## src/rtl/div_pkg.sv

```systemverilog
// div_pkg: shared state encoding, default width and counter sizing for the signed divider.
package div_pkg;
    localparam int DEF_WIDTH = 8;
    typedef enum logic [1:0] {S_IDLE = 2'd0, S_CALC = 2'd1, S_FIX = 2'd2} state_t;
    function automatic int cnt_width(input int w);
        return $clog2(w);
    endfunction
endpackage

```

## src/rtl/div_step.sv

```systemverilog
// div_step: one combinational restoring-division step; q_n[0] is the new quotient bit.
module div_step
    import div_pkg::*;
#(
    parameter int WIDTH = DEF_WIDTH
) (
    input  logic [WIDTH:0]   acc,
    input  logic [WIDTH-1:0] qin,
    input  logic [WIDTH-1:0] dm,
    output logic [WIDTH:0]   acc_n,
    output logic [WIDTH-1:0] q_n
);
    logic [WIDTH+1:0] sh, diff;
    always_comb begin
        sh    = {acc, qin[WIDTH-1]};
        diff  = sh - {2'b00, dm};
        acc_n = diff[WIDTH+1] ? sh[WIDTH:0] : diff[WIDTH:0];
        q_n   = {qin[WIDTH-2:0], ~diff[WIDTH+1]};
    end
endmodule

```

## src/rtl/sdiv8_seq.sv

```systemverilog
// sdiv8_seq: sequential signed radix-2 restoring divider with truncating quotient and dividend-signed remainder.
module sdiv8_seq
    import div_pkg::*;
#(
    parameter int WIDTH = DEF_WIDTH
) (
    input  logic             CLK,
    input  logic             RST,
    input  logic             start,
    input  logic [WIDTH-1:0] dx,
    input  logic [WIDTH-1:0] dy,
    output logic             in_ready,
    output logic             out_valid,
    output logic [WIDTH-1:0] quotient,
    output logic [WIDTH-1:0] remainder,
    output logic [WIDTH-1:0] dx2,
    output logic [WIDTH-1:0] dy2,
    output logic             div_zero,
    output logic             ovf
);
    localparam int CW = cnt_width(WIDTH);
    state_t state;
    logic [CW-1:0] cnt;
    logic [WIDTH:0] acc, acc_n;
    logic [WIDTH-1:0] qs, qs_n, dm, rx, ry;
    logic sx, sy;
    assign in_ready = (state == S_IDLE);
    div_step #(.WIDTH(WIDTH)) u_step (
        .acc  (acc),
        .qin  (qs),
        .dm   (dm),
        .acc_n(acc_n),
        .q_n  (qs_n)
    );
    always_ff @(posedge CLK) begin
        if (RST) begin
            state     <= S_IDLE;
            cnt       <= '0;
            acc       <= '0;
            qs        <= '0;
            dm        <= '0;
            rx        <= '0;
            ry        <= '0;
            sx        <= 1'b0;
            sy        <= 1'b0;
            out_valid <= 1'b0;
            quotient  <= '0;
            remainder <= '0;
            dx2       <= '0;
            dy2       <= '0;
            div_zero  <= 1'b0;
            ovf       <= 1'b0;
        end else begin
            out_valid <= 1'b0;
            case (state)
                S_IDLE: if (start) begin
                    state <= S_CALC;
                    cnt   <= CW'(WIDTH - 1);
                    acc   <= '0;
                    qs    <= dx[WIDTH-1] ? -dx : dx;
                    dm    <= dy[WIDTH-1] ? -dy : dy;
                    sx    <= dx[WIDTH-1];
                    sy    <= dy[WIDTH-1];
                    rx    <= dx;
                    ry    <= dy;
                end
                S_CALC: begin
                    acc <= acc_n;
                    qs  <= qs_n;
                    cnt <= cnt - CW'(1);
                    if (cnt == '0) state <= S_FIX;
                end
                S_FIX: begin
                    // A zero divisor leaves all-ones/|dx| in the datapath; force the defined result instead.
                    quotient  <= (ry == '0) ? '1 : ((sx ^ sy) ? -qs : qs);
                    remainder <= (ry == '0) ? rx : WIDTH'(sx ? -acc : acc);
                    dx2       <= rx;
                    dy2       <= ry;
                    div_zero  <= (ry == '0);
                    ovf       <= (rx == {1'b1, {(WIDTH-1){1'b0}}}) && (ry == '1);
                    out_valid <= 1'b1;
                    state     <= S_IDLE;
                end
                default: state <= S_IDLE;
            endcase
        end
    end
endmodule

```

## config.mk

```make
export PLATFORM = sky130hd
export DESIGN_NAME = sdiv8_seq
export DESIGN_NICKNAME = d
export VERILOG_FILES = /design/src/rtl/div_pkg.sv /design/src/rtl/div_step.sv /design/src/rtl/sdiv8_seq.sv
export SDC_FILE = /design/constraint.sdc
export NUM_CORES = 1
export LEC_CHECK = 0
export BUFFER_PORTS_ARGS = -buffer_cell sky130_fd_sc_hd__buf_2
export CORE_MARGIN = 1
export CORE_UTILIZATION = 50
export CTS_CLUSTER_DIAMETER = 200
export DETAILED_ROUTE_END_ITERATION = 10
export PLACE_DENSITY = 0.79
export SYNTH_ARGS = -nofsm -noshare
export SYNTH_HDL_FRONTEND = slang
export SYNTH_HIERARCHICAL = 1
export SYNTH_SLANG_ARGS = --single-unit
export TNS_END_PERCENT = 5
```

## constraint.sdc

```tcl
create_clock -name CLK -period 2.3 [get_ports CLK]
set_input_delay 0.115 -clock CLK [delete_from_list [all_inputs] [get_ports CLK]]
set_output_delay 0.115 -clock CLK [all_outputs]
set_load 0.005 [all_outputs]
```

Word level (Yosys, flattened, before mapping)
Cells that the tools add are included.
{"block": "word_totals", "ff_bits": 83, "output_inout_bits": 36, "input_bits": 19}
{"block": "classes", "n_reduce_logical": 8, "n_addsub": 6, "bitwise": 2, "n_mux": 17, "eq_ne": 6}
{"operator": "2-to-1 mux 8 bit", "count": 7}
{"operator": "negator 8 bit", "count": 4}
{"operator": "2-to-1 mux 9 bit", "count": 2}
{"operator": "case mux 9 bit (2 select lines)", "count": 1}
{"operator": "equality test 8 bit (second input constant)", "count": 2}
{"operator": "case mux 8 bit (2 select lines)", "count": 1}
{"operator": "subtractor 10 x 8 -> 10 bit", "count": 1}
{"operator": "zero test 8 bit", "count": 1}
{"operator": "case mux 3 bit (2 select lines)", "count": 1}
{"operator": "AND reduction 2 bit", "count": 3}
{"operator": "2-to-1 mux 2 bit", "count": 2}
{"operator": "inequality test 2 bit (second input constant)", "count": 2}
{"operator": "case mux 2 bit (2 select lines)", "count": 1}
{"operator": "zero test 3 bit", "count": 1}
{"operator": "2-to-1 mux 3 bit", "count": 1}
{"operator": "subtractor 3 x 1 -> 3 bit (second input constant)", "count": 1}
{"operator": "equality test 2 x 1 -> 1 bit (second input constant)", "count": 1}
{"operator": "equality test 2 bit (second input constant)", "count": 1}
{"operator": "zero test 2 bit", "count": 1}
{"operator": "nonzero test 2 bit", "count": 1}
{"operator": "logical AND 1 bit", "count": 1}
{"operator": "2-to-1 mux 1 bit", "count": 1}
{"operator": "inverter 1 bit", "count": 1}
{"operator": "bitwise XOR 1 bit", "count": 1}

Logic depth before layout (Yosys ltp)
{"block": "logic_depth", "ltp_word": 4, "ltp_mapped": 10}

Modules after synthesis
The synthesis kept the hierarchy.
{"module": "sdiv8_seq", "instances": 1, "area_each_um2": 3637.2, "cells_per_inst": 441}
{"module": "div_step", "instances": 1, "area_each_um2": 618.1, "cells_per_inst": 79}

Least setup slack after synthesis
No wires, ideal clock.
{"block": "synth_path", "path_type": "reg-to-reg", "from": "register qs[7]", "to": "register acc[8]", "required_ns": 2.168, "n_path_buf": 0, "path_stages_with_launch": 11, "path_slack_ns": 0.135, "t_arrival_ns": 2.033, "synth_period_minus_slack_ns": 2.165, "path_cell_list": "dfxtp_1 -> inv_1 -> ha_1 -> fa_1 -> nand2b_1 -> a2111oi_0 -> nor2_1 -> or4b_1 -> nand3_1 -> nand2_1 -> a21oi_1"}
{"block": "synth_via", "elab_chain_cells": 3}
{"item": "from (decl)", "line": "sdiv8_seq.sv:25", "source": "logic [WIDTH-1:0] qs, qs_n, dm, rx, ry;"}
{"item": "from (signal assigned)", "line": "sdiv8_seq.sv:60", "source": "qs <= dx[WIDTH-1] ? -dx : dx;"}
{"item": "from (signal assigned)", "line": "sdiv8_seq.sv:69", "source": "qs <= qs_n;"}
{"item": "subtractor 10 x 8 -> 10 bit", "line": "div_step.sv:16", "source": "diff = sh - {2'b00, dm};"}
{"item": "2-to-1 mux 9 bit", "line": "div_step.sv:17", "source": "acc_n = diff[WIDTH+1] ? sh[WIDTH:0] : diff[WIDTH:0];"}
{"item": "via acc_n[8]", "line": "sdiv8_seq.sv:24", "source": "logic [WIDTH:0] acc, acc_n;"}
{"item": "case mux 9 bit (2 select lines)", "line": "sdiv8_seq.sv:55", "source": "case (state)"}
{"item": "to (signal assigned)", "line": "sdiv8_seq.sv:68", "source": "acc <= acc_n;"}
{"item": "to (decl)", "line": "sdiv8_seq.sv:24"}
The timed path passes the listed nets, and every way through them passes these cells.
A chain may end at the register's enable or synchronous reset.

Final worst setup path
{"block": "layout_path", "from": "register dm[1]", "to": "register acc[1]"}
{"block": "layout_via", "elab_chain_cells": 3}
{"item": "from (decl)", "line": "sdiv8_seq.sv:25"}
{"item": "from (signal assigned)", "line": "sdiv8_seq.sv:61", "source": "dm <= dy[WIDTH-1] ? -dy : dy;"}
{"item": "subtractor 10 x 8 -> 10 bit", "line": "div_step.sv:16"}
{"item": "2-to-1 mux 9 bit", "line": "div_step.sv:17"}
{"item": "via acc_n[1]", "line": "sdiv8_seq.sv:24"}
{"item": "case mux 9 bit (2 select lines)", "line": "sdiv8_seq.sv:55"}
The timed path passes the listed nets, and every way through them passes these cells.

==> flow_summary.yaml <==
yosys:
  muxShareOfSynthArea_pct: 2.940
  synth_simple_gate_area_share_pct: 22.79
  ys_ff_latch: 80
  synth_top_area_share_pct: 37.64
  synth_ff_type: "dfxtp_1"
  synth_edf_count: 0
  synthCells: 520
  syn_area_um2: 4255
  yosysSeqAreaShare_pct: 37.64
  yosys-top-cells-area: "dfxtp_1, nand2_1, a21oi_1, ha_1, xnor2_1"
  avgSynthCellArea_um2: 8.183
  yosysWarnings: 6
  synth.largest_area_cell: "dfxtp_1"
  synth_fa_ha_area_share_pct: 4.587
  synthArstFlopShare_pct: 0
  synth.net_count: 554
  synth-compound-area-share_pct: 20.05
  ys_types: 62
  synth_top_family_by_area: "simple AND/OR/NAND/NOR gates"
  synth-xor-area-share_pct: 5.146
global_routing:
  grt_pass1_vias: 3547
  grt-ovfl-total: 0
  grt_max_degree: 38
  grt_usage_pct: 23.31
  antenna_found_initial: 0
  grt_pass1_wl_um: 16280
cells_and_area:
  stdcell_count: 683
  final_layout_size_suffix_gt1_share_pct: 23.53
  layout_commonest_cell: "nand2_1"
  antenna_cells: 0
  syn_to_final_growth_pct: 17.02
  layout_common_cells: "nand2_1, dfxtp_1, a21oi_1, buf_2, nor2_1"
  fin_nets: 607
  fin_util_pct: 60.61
floorplan:
  fp.dieArea_um2: 8884
  start_util_pct: 51.79
  rows: 33
  pin_count: 55
  die_h_um: 94.26
  die_w_um: 94.26
  core-area_um2: 8217
timing:
  period_needed_ps: 2257
  setup_viol: 0
  fmax_ghz: 0.4431
  grt_setup_unrepaired: "yes"
  tightestPinTransition_ps: 1098
  slew_headroom_pct: 26.79
  timing.final.max_slew_violations: 0
  period_share_pct: 98.11
  whs_ps: 22.97
  skew_ps: 9.576
  fin_ws_ps: 43.41
  finalHoldViolCount: 0
run_status:
  status: "finished, final reports clean"
clock_network:
  numCtsBuffers: 9
  clock_sinks: 80
  cts.path.max_buffers: 2
  htreeDepth: 3
  clock_latency_ps: 350
  cts_tree: "built"
  cts_root_buffer: "clkbuf_8"
  cts.clk_slew.worst_paths_ps: 80
detailed_routing:
  drt_pass1_iterations: 5
  antenna_left: 0
  wl_met1_um: 4638
  wirelength_um: 10530
  routed.top_layer: "met4"
  drt_iter0_markers: 248
  vias: 3898
  route.met2.wl_um: 5149
  routed-wl-met3_um: 502
  route.detailed.drc: 0
  via_per_inst: 5.707
  wire_per_inst_um: 15.42
place:
  gp_congestion: 0.9367
  place_hpwl_um: 7365
  pre_cts_slack_ps: 37.52
  dp.cells: 667
  io_buffers: 54
worst_hold_path:
  hold_start: "dy[0]"
  hold_path_end: "dm[0]"
  hold_class: "in -> reg"
  min_path_cells: 3
power:
  p_leak_nw: 1.965
  p_per_area_nw_per_um2: 767.4
  peakVddDrop_v: 0.0003726
  fin_total_pwr_mw: 3.822
critical_path:
  r2r-end: "acc[1]"
  cp_data_arrival_time_ps: 2550
  path_class: "reg -> reg"
  r2r_setup_slack_ps: 40
  cp-start-kind: "register"
  worst_path_max_delay_cell: "a211o_4"
  reg2reg_from: "dm[1]"
  critical-path-max-stage-delay_ps: 410
  crit_path_max_fanout: 6
  crit_chain: "inv_1 > ha_1 > nand2b_4 > a211oi_4 > o21ai_2 > a211o_4 > buf_4 > mux2i_1 > nand2_1 > a21oi_1"
  required_ps: 2590
  end_kind: "register"
  reg2regPathDepth: 10
run:
  max_cap_viol_count: 0
[metrics by stage]
stage                     instance area [µm²]  setup TNS, ps
final                                    4980              0
after global routing                     4980         -138.6
after CTS                                4887              0
after detailed placement                 4662              0
after global placement                   4662              0
after floorplan                          4255              0
[cell type report]
type,count,area (µm²)
sequential,80,1603
inverter,21,78.83
fill,721,3237
tap,105,131.4
timing repair buffer,81,485.5
clock inverter,6,93.84
clock buffer,10,127.6
multi-input combinational,380,2460
[cells by family (layout without fill, tap and decap cells)]
group                      Yosys count  after routing
AOI/OAI and AO/OA                  123            123
xor gates and xnor gates            25             25
adders and majority gates           15             15
buffers and inverters               60            118
DFF                                 80             80
muxes                               10             10
and+or+nand+nor                    207            207
[power by group]
| part | switching (mW) | leakage [nW] | internal, mW |
|---|---|---|---|
| registers | 0.0823 | 0.652 | 1.47 |
| logic | 0.603 | 1.21 | 0.511 |
| clock network | 0.538 | 0.107 | 0.617 |
[synthesized netlist by cell type (3+ instances only)]
master,instances
and3b_1,3
nor3_1,8
o21a_1,3
buf_6,3
a211oi_1,9
buf_2,11
buf_4,8
xor2_1,7
nand2b_1,8
a31oi_1,4
clkbuf_1,16
mux2_4,5
dfxtp_1,80
nor4_2,3
a311oi_1,4
o31ai_1,7
nor2b_1,4
inv_1,20
ha_1,14
mux2i_1,5
nand2_1,105
nand4_1,4
nor4_1,3
a21oi_1,57
nor2_1,35
a211oi_2,9
xnor2_1,18
or3_1,4
o21ai_0,5
nand3_1,16
a21boi_0,4
[critical path, delay by kind of cell, from the launching register on]
family / cells / cell delay (ps)
flops: 1 / 370
mux: 1 / 180
fa+ha+maj: 1 / 310
buf+inv: 2 / 230
compound gates: 4 / 950
simple gates: 2 / 150
[timing repair]
action                                 CTS  global route
gates resized for setup                  2            13
pin swaps                                0             1
hold buffers                             0             0
endpoints found under the hold margin    0             0
buffers inserted                         0             0
setup endpoints to repair                2             8
[worst max-delay path by stage]
| stage | cells past startpoint | slack [ps] | from | end |
|---|---|---|---|---|
| after global placement | 11 | 110 | qs[7] | acc[8] |
| after global routing | 10 | -80 | dm[1] | acc[1] |
| after detailed placement | 10 | 40 | dm[2] | acc[0] |
| after CTS | 10 | 20 | dm[1] | acc[0] |
| final | 10 | 40 | dm[1] | acc[1] |
| after floorplan | 10 | 140 | qs[7] | acc[8] |
[state kept, by name (all words and copies together) (netlist names), 2 cells and up]
| register | flops |
|---|---|
| remainder | 8 |
| rx | 8 |
| dy2 | 8 |
| acc | 9 |
| ry | 7 |
| qs | 8 |
| cnt | 3 |
| state | 2 |
| dx2 | 8 |
| quotient | 8 |
| dm | 8 |
[routing by layer]
layer | global-route usage, % | vias to the layer above
met5 | 0 | -
met4 | 8.846 | 0
met3 | 4.854 | 22
met2 | 38.83 | 136
met1 | 29.29 | 1848
li1 | - | 1892
No activity file was read; power rests on OpenSTA's default activity.
